--- src/rtl/mem_dmem_access_ctrl.sv ---
// MEM-stage data-memory access controller: turns load/store requests into a
// req/ack DMEM transaction, formats byte lanes and extends load data.
//
// state | meaning
// IDLE  | waiting for a valid load/store in MEM
// BUSY  | dmem_req high, waiting for ack or timeout
// ERRW  | misaligned/illegal op, one cycle without any request
// DONE  | done pulse; stall released so the pipeline advances
module mem_dmem_access_ctrl #(
  parameter int unsigned MAX_WAIT = 16
) (
  input  logic        clk,
  input  logic        reset,
  input  logic        mem_valid,
  input  logic        mem_rd,
  input  logic        mem_wr,
  input  logic [1:0]  mem_size,
  input  logic        mem_unsigned,
  input  logic [31:0] mem_addr,
  input  logic [31:0] mem_wdata,
  output logic        dmem_req,
  output logic        dmem_we,
  output logic [31:0] dmem_addr,
  output logic [31:0] dmem_wdata,
  output logic [3:0]  dmem_be,
  input  logic        dmem_ack,
  input  logic [31:0] dmem_rdata,
  output logic [31:0] load_data,
  output logic        done,
  output logic        mem_stall,
  output logic        addr_err,
  output logic        timeout_err
);

  localparam int unsigned CW = $clog2(MAX_WAIT + 1);
  localparam logic [CW-1:0] CNT_LAST = CW'(MAX_WAIT - 1);

  typedef enum logic [1:0] {
    S_IDLE = 2'd0,
    S_BUSY = 2'd1,
    S_ERRW = 2'd2,
    S_DONE = 2'd3
  } state_e;

  state_e        state_q, state_d;
  logic [CW-1:0] cnt_q, cnt_d;
  logic          req_q, req_d;
  logic          we_q, we_d;
  logic [31:0]   addr_q, addr_d;
  logic [31:0]   wdata_q, wdata_d;
  logic [3:0]    be_q, be_d;
  logic [31:0]   ld_q, ld_d;
  logic          aerr_q, aerr_d;
  logic          terr_q, terr_d;
  logic          rd_q, rd_d;
  logic          uns_q, uns_d;
  logic [1:0]    size_q, size_d;
  logic [1:0]    alo_q, alo_d;

  logic          start;
  logic          bad;
  logic [3:0]    st_be;
  logic [31:0]   st_wdata;
  logic [7:0]    ld_byte;
  logic [15:0]   ld_half;
  logic [31:0]   ld_ext;

  assign start = (state_q == S_IDLE) & mem_valid & (mem_rd | mem_wr);
  assign bad   = (mem_rd & mem_wr) | (mem_size == 2'b11)
               | ((mem_size == 2'b01) & mem_addr[0])
               | ((mem_size == 2'b10) & (mem_addr[1:0] != 2'b00));

  always_comb begin
    st_be    = 4'b1111;
    st_wdata = mem_wdata;
    case (mem_size)
      2'b00: begin
        st_be    = 4'b0001 << mem_addr[1:0];
        st_wdata = {4{mem_wdata[7:0]}};
      end
      2'b01: begin
        st_be    = mem_addr[1] ? 4'b1100 : 4'b0011;
        st_wdata = {2{mem_wdata[15:0]}};
      end
      default: begin
        st_be    = 4'b1111;
        st_wdata = mem_wdata;
      end
    endcase
  end

  // Lane selection uses the address captured at request time, not the live input.
  always_comb begin
    ld_byte = dmem_rdata[{alo_q, 3'b000} +: 8];
    ld_half = alo_q[1] ? dmem_rdata[31:16] : dmem_rdata[15:0];
    case (size_q)
      2'b00:   ld_ext = uns_q ? {24'd0, ld_byte} : {{24{ld_byte[7]}}, ld_byte};
      2'b01:   ld_ext = uns_q ? {16'd0, ld_half} : {{16{ld_half[15]}}, ld_half};
      default: ld_ext = dmem_rdata;
    endcase
  end

  always_comb begin
    state_d = state_q;
    cnt_d   = cnt_q;
    req_d   = req_q;
    we_d    = we_q;
    addr_d  = addr_q;
    wdata_d = wdata_q;
    be_d    = be_q;
    ld_d    = ld_q;
    aerr_d  = 1'b0;
    terr_d  = 1'b0;
    rd_d    = rd_q;
    uns_d   = uns_q;
    size_d  = size_q;
    alo_d   = alo_q;
    case (state_q)
      S_IDLE: begin
        if (start) begin
          if (bad) begin
            state_d = S_ERRW;
          end else begin
            state_d = S_BUSY;
            cnt_d   = '0;
            req_d   = 1'b1;
            we_d    = mem_wr;
            addr_d  = {mem_addr[31:2], 2'b00};
            wdata_d = mem_wr ? st_wdata : 32'd0;
            be_d    = mem_wr ? st_be : 4'b1111;
            rd_d    = mem_rd;
            uns_d   = mem_unsigned;
            size_d  = mem_size;
            alo_d   = mem_addr[1:0];
          end
        end
      end
      S_BUSY: begin
        if (dmem_ack) begin
          state_d = S_DONE;
          req_d   = 1'b0;
          if (rd_q) ld_d = ld_ext;
        end else if (cnt_q == CNT_LAST) begin
          state_d = S_DONE;
          req_d   = 1'b0;
          terr_d  = 1'b1;
          ld_d    = 32'hffff_ffff;
        end else begin
          cnt_d = cnt_q + 1'b1;
        end
      end
      S_ERRW: begin
        state_d = S_DONE;
        aerr_d  = 1'b1;
        ld_d    = 32'd0;
      end
      default: begin
        state_d = S_IDLE;
      end
    endcase
  end

  always_ff @(posedge clk) begin
    if (reset) begin
      state_q <= S_IDLE;
      cnt_q   <= '0;
      req_q   <= 1'b0;
      we_q    <= 1'b0;
      addr_q  <= 32'd0;
      wdata_q <= 32'd0;
      be_q    <= 4'd0;
      ld_q    <= 32'd0;
      aerr_q  <= 1'b0;
      terr_q  <= 1'b0;
      rd_q    <= 1'b0;
      uns_q   <= 1'b0;
      size_q  <= 2'd0;
      alo_q   <= 2'd0;
    end else begin
      state_q <= state_d;
      cnt_q   <= cnt_d;
      req_q   <= req_d;
      we_q    <= we_d;
      addr_q  <= addr_d;
      wdata_q <= wdata_d;
      be_q    <= be_d;
      ld_q    <= ld_d;
      aerr_q  <= aerr_d;
      terr_q  <= terr_d;
      rd_q    <= rd_d;
      uns_q   <= uns_d;
      size_q  <= size_d;
      alo_q   <= alo_d;
    end
  end

  assign dmem_req    = req_q;
  assign dmem_we     = we_q;
  assign dmem_addr   = addr_q;
  assign dmem_wdata  = wdata_q;
  assign dmem_be     = be_q;
  assign load_data   = ld_q;
  assign done        = (state_q == S_DONE);
  assign addr_err    = aerr_q;
  assign timeout_err = terr_q;
  assign mem_stall   = start | (state_q == S_BUSY) | (state_q == S_ERRW);

endmodule

--- config.mk ---
export PLATFORM = sky130hd
export DESIGN_NAME = mem_dmem_access_ctrl
export DESIGN_NICKNAME = d
export VERILOG_FILES = /design/src/rtl/mem_dmem_access_ctrl.sv
export SDC_FILE = /design/constraint.sdc
export NUM_CORES = 1
export LEC_CHECK = 0
export ABC_AREA = 1
export BUFFER_PORTS_ARGS = -buffer_cell sky130_fd_sc_hd__buf_2
export CAP_MARGIN = 20
export CORE_MARGIN = 5
export CORE_UTILIZATION = 40
export DETAILED_ROUTE_END_ITERATION = 10
export PLACE_DENSITY = 0.69
export RECOVER_POWER = 50
export SLEW_MARGIN = 20
export SYNTH_ARGS = -nofsm -noshare
export SYNTH_HDL_FRONTEND = slang
export SYNTH_SLANG_ARGS = --single-unit
--- constraint.sdc ---
create_clock -name clk -period 3.45 [get_ports clk]
set_input_delay 0.5175 -clock clk [delete_from_list [all_inputs] [get_ports clk]]
set_output_delay 0.5175 -clock clk [all_outputs]
set_load 0.02 [all_outputs]
After elaboration in Yosys (flattened, before gate mapping)
Cells that the tools add are included.

word-level totals
  bits in registers = 115
  input port bits = 105
  output and inout bits = 106
  logic and storage cells = 86

operators by class
  $add $sub $neg = 1
  equal/unequal tests = 14
  shift operators = 2
  multiplexer cells = 30
  bitwise logic cells = 13
  reduce and logical (&&, ||, !) cells = 12

operator list
  cell                   number
  $mux W32               6
  $pmux W32 S2           3
  $shiftx A32 B6 Y8      1
  $mux W5                4
  $mux W16               1
  $pmux W5 S2            1
  $eq A2 B2 Y1 const B   4
  $mux W2                4
  $mux W4                2
  $ne A2 B2 Y1 const B   4
  $pmux W4 S2            1
  $eq A2 B1 Y1 const B   3
  $logic_not A2 Y1       3
  $mux W1                6
  $ne A3 B3 Y1 const B   2
  $or A1 B1 Y1           6
  $pmux W2 S3            1
  $reduce_and A3 Y1      2
  $reduce_bool A2 Y1     3
  $add A5 B1 Y5 const B  1
  $and A1 B1 Y1          5
  $eq A5 B4 Y1 const B   1
  $reduce_and A5 Y1      1
  $reduce_and A4 Y1      1
  5 further kinds        6

Longest topological paths before layout
Gate-level depths: netlist of the first run.

  depth in word-level cells = 7
  gate-level depth with buffers = 11
  gate-level depth less buffers = 11

Worst setup path after synthesis of the first run
No wires, ideal clock.

  kind = register -> register
  from = register cnt_q[0]
  to = register cnt_q[4]
  library setup time = 116 ps
  arrival time = 1475 ps
  required time = 3334 ps
  setup slack = 1859 ps
  stages on the path, launching flop included = 11
  path buffers = 0
  period minus slack after synthesis = 1591 ps
  cells stage by stage = dfxtp_1 > ha_1 > nand2_1 > nor2_1 > ha_1 > nand2_1 > o211ai_1 > nor2_2 > nand2_2 > o21ai_0 > nor2_1

between the ends
  longest elaborated chain between the ends = 4
  elaborated cells between the ends (all ways) = 7
  those cells by class = 1 x add/sub; 2 x eq/ne; 3 x mux; 1 x reduce/logical

ends and longest elaborated chain
  item                    RTL line  source
  start, declared         46        logic [CW-1:0] cnt_q, cnt_d;
  start signal, assigned  181       cnt_q <= cnt_d;
  $add A5 B1 Y5           149       cnt_d = cnt_q + 1'b1;
  $mux W5                 143       end else if (cnt_q == CNT_LAST) begin
  $mux W5                 139       if (dmem_ack) begin
  $pmux W5 S2             118       case (state_q)

Several ways; a longest one is shown, not always the timed one. The select of a mux whose other input is x is not followed.
A chain may end at the register's enable or synchronous reset.

Worst setup path after layout of the first run
  from = input reset
  to = register terr_q, in the netlist timeout_err

between the ends
  longest elaborated chain between the ends = 1

ends and longest elaborated chain
  item                        RTL line  source
  start, declared             13        input logic reset,
  $reduce_or A3 Y1 (no line)  n/a
  end signal, assigned        189       terr_q <= terr_d;
  end, declared               54        logic terr_q, terr_d;

No other way between the ends.

==> results.sh, run 1 <==
export IMPL_intPower_uw=3230
export IMPL_vias=5658
export IMPL_gr_total_overflow=0
export IMPL_grt_total_usage_pct=20.3
export IMPL_drt_first_pass_iters=6
export IMPL_ys_types=32
export IMPL_drt_vias_per_instance=4.89
export IMPL_numPortBuffers=208
export IMPL_yosysWarnings=0
export IMPL_cts_resized=0
export IMPL_drt_wl_total_mm=16.3
export IMPL_clk_pin_slew_ns=0.05
export IMPL_maxCapViolCount=0
export IMPL_grt_pass1_wl_mm=26.6
export IMPL_postLayoutCoreUtil_pct=52.4
export IMPL_drive_gt1_share_pct=18.1
export IMPL_syn_to_final_growth_pct=27.7
export IMPL_cts_hold_buf=0
export IMPL_avgSynthCellArea_um2=6.99
export IMPL_skew_ns=0.00638
export IMPL_clk_insertion_delay_late_ns=0.41
export IMPL_p_sw_uw=1750
export IMPL_vdd_drop_max_uv=337
export IMPL_place_congestion=0.872
export IMPL_io_pins=211
export IMPL_drc=0
export IMPL_yosys_register_bits=115
export IMPL_routedWlPerCell_um=14.1
export IMPL_yosysTopAreaCellShare_pct=42.2
export IMPL_comb_power_share_pct=30.1
export IMPL_ant_nets=0
export IMPL_status="completed"
export IMPL_fin_crit_sh_pct=64.8
export IMPL_critPathMaxFanout=55
export IMPL_syn_cell_area_mm2=0.00546
export IMPL_root_buffer="clkbuf_16"
export IMPL_n_fill_cell=1391
export IMPL_drv_slew=0
export IMPL_antenna_found_initial=1
export IMPL_hp_class="in2reg"
export IMPL_synth_seq_area_share_pct=42.2
export IMPL_dpl_instance_area_mm2=0.00648
export IMPL_cp_arrival_ns=2.48
export IMPL_fin_tns_setup_ns=0
export IMPL_max_freq_mhz=447
export IMPL_p_clk_share_pct=37.5
export IMPL_p_leak_uw=0.00284
export IMPL_powerDensity_mw_per_mm2=715
export IMPL_crit_path_end_kind="flop"
export IMPL_cts_tree="yes"
export IMPL_die_y_um=127
export IMPL_drt_iter0_markers=433
export IMPL_p_seq_share_pct=32.5
export IMPL_start_kind="input pin"
export IMPL_fin_total_pwr_uw=4990
export IMPL_hold_slack_ns=0.352
export IMPL_p_sw_share_pct=35.2
export IMPL_hold_viol=0
export IMPL_worst_pin_slew_ns=1.15
export IMPL_cts_buffer_depth=2
export IMPL_fp_row_count=42
export IMPL_grt_max_degree=58
export IMPL_fin_crit_ns=2.24
export IMPL_syn_inst=781
export IMPL_num_antenna_cells=0
export IMPL_postCtsSetupRepairBufs=0
export IMPL_dieArea_mm2=0.0161
export IMPL_multiInputGateArea_mm2=0.00271
export IMPL_numCtsBuffers=17
export IMPL_start_util_pct=41.1
export IMPL_finalSetupViolations=0
export IMPL_die_w_um=127
export IMPL_synth_area_leaders="dfxtp_1 42%, nand2_1 20%, a21oi_1 12%"
export IMPL_worstSetupPathType="in2reg"
export IMPL_final_area_mm2=0.00697
export IMPL_nets=1078
export IMPL_coreArea_mm2=0.0133
export IMPL_slew_headroom_pct=23.0
export IMPL_dp_hpwl_mm=11.9
export IMPL_worstPathRequired_ns=3.69
export IMPL_seq_area_mm2=0.00230
export IMPL_grt_pass1_vias=5258
export IMPL_htree_levels=4
export IMPL_rsz0062_at_grt="no"
export IMPL_yosys_area_top_type="dfxtp_1"
export IMPL_numClockSinks=115
placed cells by master (no fill, tap or decap), types with 12 or more instances in the layout:
cell,count
a21oi_1,134
buf_2,104
clkbuf_1,107
clkbuf_16,17
dfxtp_1,115
inv_1,34
nand2_1,285
nand3_1,34
nand3_2,12
nor2_1,45
o21ai_0,21
layer usage:
metal,up-vias,wire length [µm],global-route usage (%)
met2,209,7380,31.3
li1,2895,-,-
met4,2,217,7.00
met3,21,1560,7.31
met1,2531,7140,26.4
met5,-,13,0
worst paths after layout:
kind / from / end / slack [ns] / depth (start not counted)
worst max register to register: state_q[0] / dmem_wdata[10] / 1.23 / 8
worst min-delay path: mem_addr[30] / dmem_addr[30] / 0.35 / 3
worst max-delay path: reset / timeout_err / 1.21 / 3
worst min register to register: dmem_addr[26] / dmem_addr[26] / 0.46 / 2
synth_stat cells (all sizes together):
library cell / number
conb: 1
nand2: 292
xor2: 1
inv: 40
buf: 32
nand4: 2
ha: 6
nand3: 47
clkbuf: 16
clkinv: 1
o21ai: 21
a22oi: 6
nor3b: 1
o211ai: 4
dfxtp: 115
a21oi: 137
nor2: 52
nor3: 6
a211oi: 1
final cells by class:
| type | instances | area share [%] |
|---|---|---|
| sequential | 115 | 33.0 |
| multi-input combinational | 578 | 38.8 |
| clock buffer | 24 | 6.91 |
| inverter | 41 | 2.24 |
| timing repair buffer | 214 | 13.7 |
| tap | 176 | 3.16 |
| clock inverter | 8 | 2.14 |
registers in the layout (all words and copies together), names as in the netlist:
register,count
addr_err,1
load_data,32
dmem_be,4
dmem_we,1
dmem_addr,30
dmem_req,1
cnt_q,5
state_q,2
rd_q,1
timeout_err,1
size_q,2
uns_q,1
alo_q,2
dmem_wdata,32
worst max-delay path, cell delays in order:
cell and delay [ns]:
clkbuf_2 0.78, clkbuf_2 1.01, nor3_1 0.11
cells by family (layout without fill, tap and decap cells):
family,count (synthesis),count (layout),share of synthesized area [%]
flip-flops,115,115,42.2
XOR/XNOR,1,1,0.160
other,1,2,0.0687
AO/OA/AOI/OAI,169,169,16.4
buffers and inverters,89,287,8.30
AND/OR/NAND/NOR,400,400,31.6
adder cells (fa/ha/maj),6,6,1.37
per-stage QoR:
stage | setup WS [ns] | std cells
after detailed placement | 1.02 | 1124
after global routing | 0.996 | 1156
after floorplan | 1.86 | 782
after CTS | 1.24 | 1156
after global placement | 1.05 | 1124
final | 1.21 | 1156
power groups by stage:
stage | sequential [µW] | clock (µW) | combinational [µW]
floorplan | 1820 | 0 | 972
global placement | 1640 | 0 | 1550
detailed placement | 1640 | 0 | 1560
CTS | 1620 | 1890 | 1560
global route | 1640 | 1950 | 1700
finish | 1620 | 1870 | 1500
Note: power is estimated with default switching activity, not from simulation.
==> run 2, diff against run 1 <==
Clock period 3.45 ns to 2.2 ns, I/O delays scaled along.
==> results.sh, run 2 (same netlist as run 1, synthesis figures left out) <==
export IMPL_status="completed"
export IMPL_grt_pass1_vias=5351
export IMPL_powerDensity_mw_per_mm2=1080
export IMPL_antenna_found_initial=2
export IMPL_drt_iter0_markers=359
export IMPL_htree_levels=4
export IMPL_grt_max_degree=106
export IMPL_io_pins=211
export IMPL_final_common_cell="nand2_1"
export IMPL_worst_pin_slew_ns=0.524
export IMPL_grt_pass1_wl_mm=26.1
export IMPL_hold_viol=0
export IMPL_routedWlPerCell_um=14.0
export IMPL_root_buffer="clkbuf_16"
export IMPL_slew_headroom_pct=65.1
export IMPL_drt_first_pass_iters=5
export IMPL_crit_path_end_kind="output port"
export IMPL_hp_class="in2reg"
export IMPL_layout_setup_ws_ns=0.254
export IMPL_cts_resized=0
export IMPL_dieArea_mm2=0.0161
export IMPL_clk_insertion_delay_late_ns=0.42
export IMPL_fin_crit_ns=1.95
export IMPL_die_y_um=127
export IMPL_numPortBuffers=208
export IMPL_start_util_pct=41.1
export IMPL_start_kind="flop"
export IMPL_grt_total_usage_pct=20.0
export IMPL_rrSetupSlack_ns=0.41
export IMPL_vias=5700
export IMPL_clk_pin_slew_ns=0.06
export IMPL_drt_vias_per_instance=4.90
export IMPL_fin_crit_sh_pct=88.5
export IMPL_hp_start="mem_addr[16]"
export IMPL_ant_nets=0
export IMPL_dp_cells=1131
export IMPL_drive_gt1_share_pct=19.0
export IMPL_cts_tree="yes"
export IMPL_worstPathRequired_ns=1.87
export IMPL_rsz0062_at_grt="no"
export IMPL_maxCapViolCount=0
export IMPL_vdd_drop_max_uv=533
export IMPL_die_w_um=127
export IMPL_skew_ns=0.0163
export IMPL_numCtsBuffers=17
export IMPL_pre_cts_slack_ns=0.376
export IMPL_syn_to_final_growth_pct=28.8
export IMPL_drt_wl_total_mm=16.2
export IMPL_nets=1085
export IMPL_n_fill_cell=1416
export IMPL_hold_slack_ns=0.151
export IMPL_drc=0
export IMPL_cp_arrival_ns=1.62
export IMPL_gr_total_overflow=0
export IMPL_drv_slew=0
export IMPL_num_antenna_cells=0
export IMPL_fin_tns_setup_ns=0
export IMPL_fp_row_count=42
export IMPL_numClockSinks=115
export IMPL_finalSetupViolations=0
export IMPL_worstSetupPathType="reg2out"
export IMPL_cts_buffer_depth=2
export IMPL_p_leak_uw=0.00286
export IMPL_max_freq_mhz=514
export IMPL_postCtsSetupRepairBufs=0
export IMPL_r2r_start="state_q[0]"
export IMPL_cts_hold_buf=0
export IMPL_instances_no_fill=1163
export IMPL_place_congestion=0.861
export IMPL_dp_hpwl_mm=11.8
export IMPL_critPathMaxFanout=4
export IMPL_crit_start="state_q[0]"
export IMPL_mostFrequentLayoutCells="285 x nand2_1, 134 x a21oi_1, 115 x dfxtp_1, 104 x buf_2, 103 x clkbuf_1"
export IMPL_coreArea_mm2=0.0133
## run 2: changes by cell type in the layout (fill, tap and decap cells not counted), sizes merged
cell,delta
bufinv,-3
inv,+3
clkinvlp,+2
clkinv,+4
clkbuf,-7
buf,+8
## run 2: metrics by stage
step	utilization [%]	cell area (µm²)	power, µW
floorplan	-	5460	4370
global placement	49.6	6590	5100
detailed placement	49.6	6590	5120
CTS	53.9	7160	7740
global route	52.9	7030	8090
finish	52.9	7030	7600
## run 2: cell type report
| cell class | count | area (µm²) | area share (%) |
|---|---|---|---|
| multi-input cells | 578 | 2710 | 38.5 |
| inverters | 41 | 156 | 2.22 |
| well taps | 176 | 220 | 3.13 |
| repair buffers | 221 | 1070 | 15.3 |
| clock inverters | 14 | 131 | 1.87 |
| clock buffers | 18 | 439 | 6.25 |
| flip-flops and latches | 115 | 2300 | 32.7 |
## run 2: report_power, final
| part | switching (µW) | internal (µW) | total [µW] |
|---|---|---|---|
| Clock | 1020 | 1590 | 2610 |
| Combinational | 1660 | 797 | 2460 |
| Sequential | 155 | 2370 | 2530 |
| Total | 2830 | 4760 | 7600 |
## run 2: worst max-delay path, stage by stage, from the launching register on
cell	delay [ns]
dfxtp_1	0.34
inv_1	0.09
ha_1	0.20
nand2_1	0.11
nor2_4	0.17
inv_1	0.06
nand3_1	0.08
buf_2	0.17
## run 2: metal layers
layer / up-vias / part of all wire, % / wire, µm / GRT usage [%]
li1: 2914 / - / - / -
met1: 2544 / 43 / 6940 / 24.5
met2: 220 / 45 / 7390 / 31.4
met3: 18 / 11 / 1740 / 9.37
met4: 4 / 0.97 / 158 / 5.68
met5: - / 0.086 / 14 / 0
## run 2: path summary, 6_finish.rpt
check,cells past startpoint,end
hold reg to reg,2,dmem_req
hold / removal,3,dmem_addr[16]
setup / recovery,7,mem_stall
setup reg to reg,8,dmem_wdata[28]
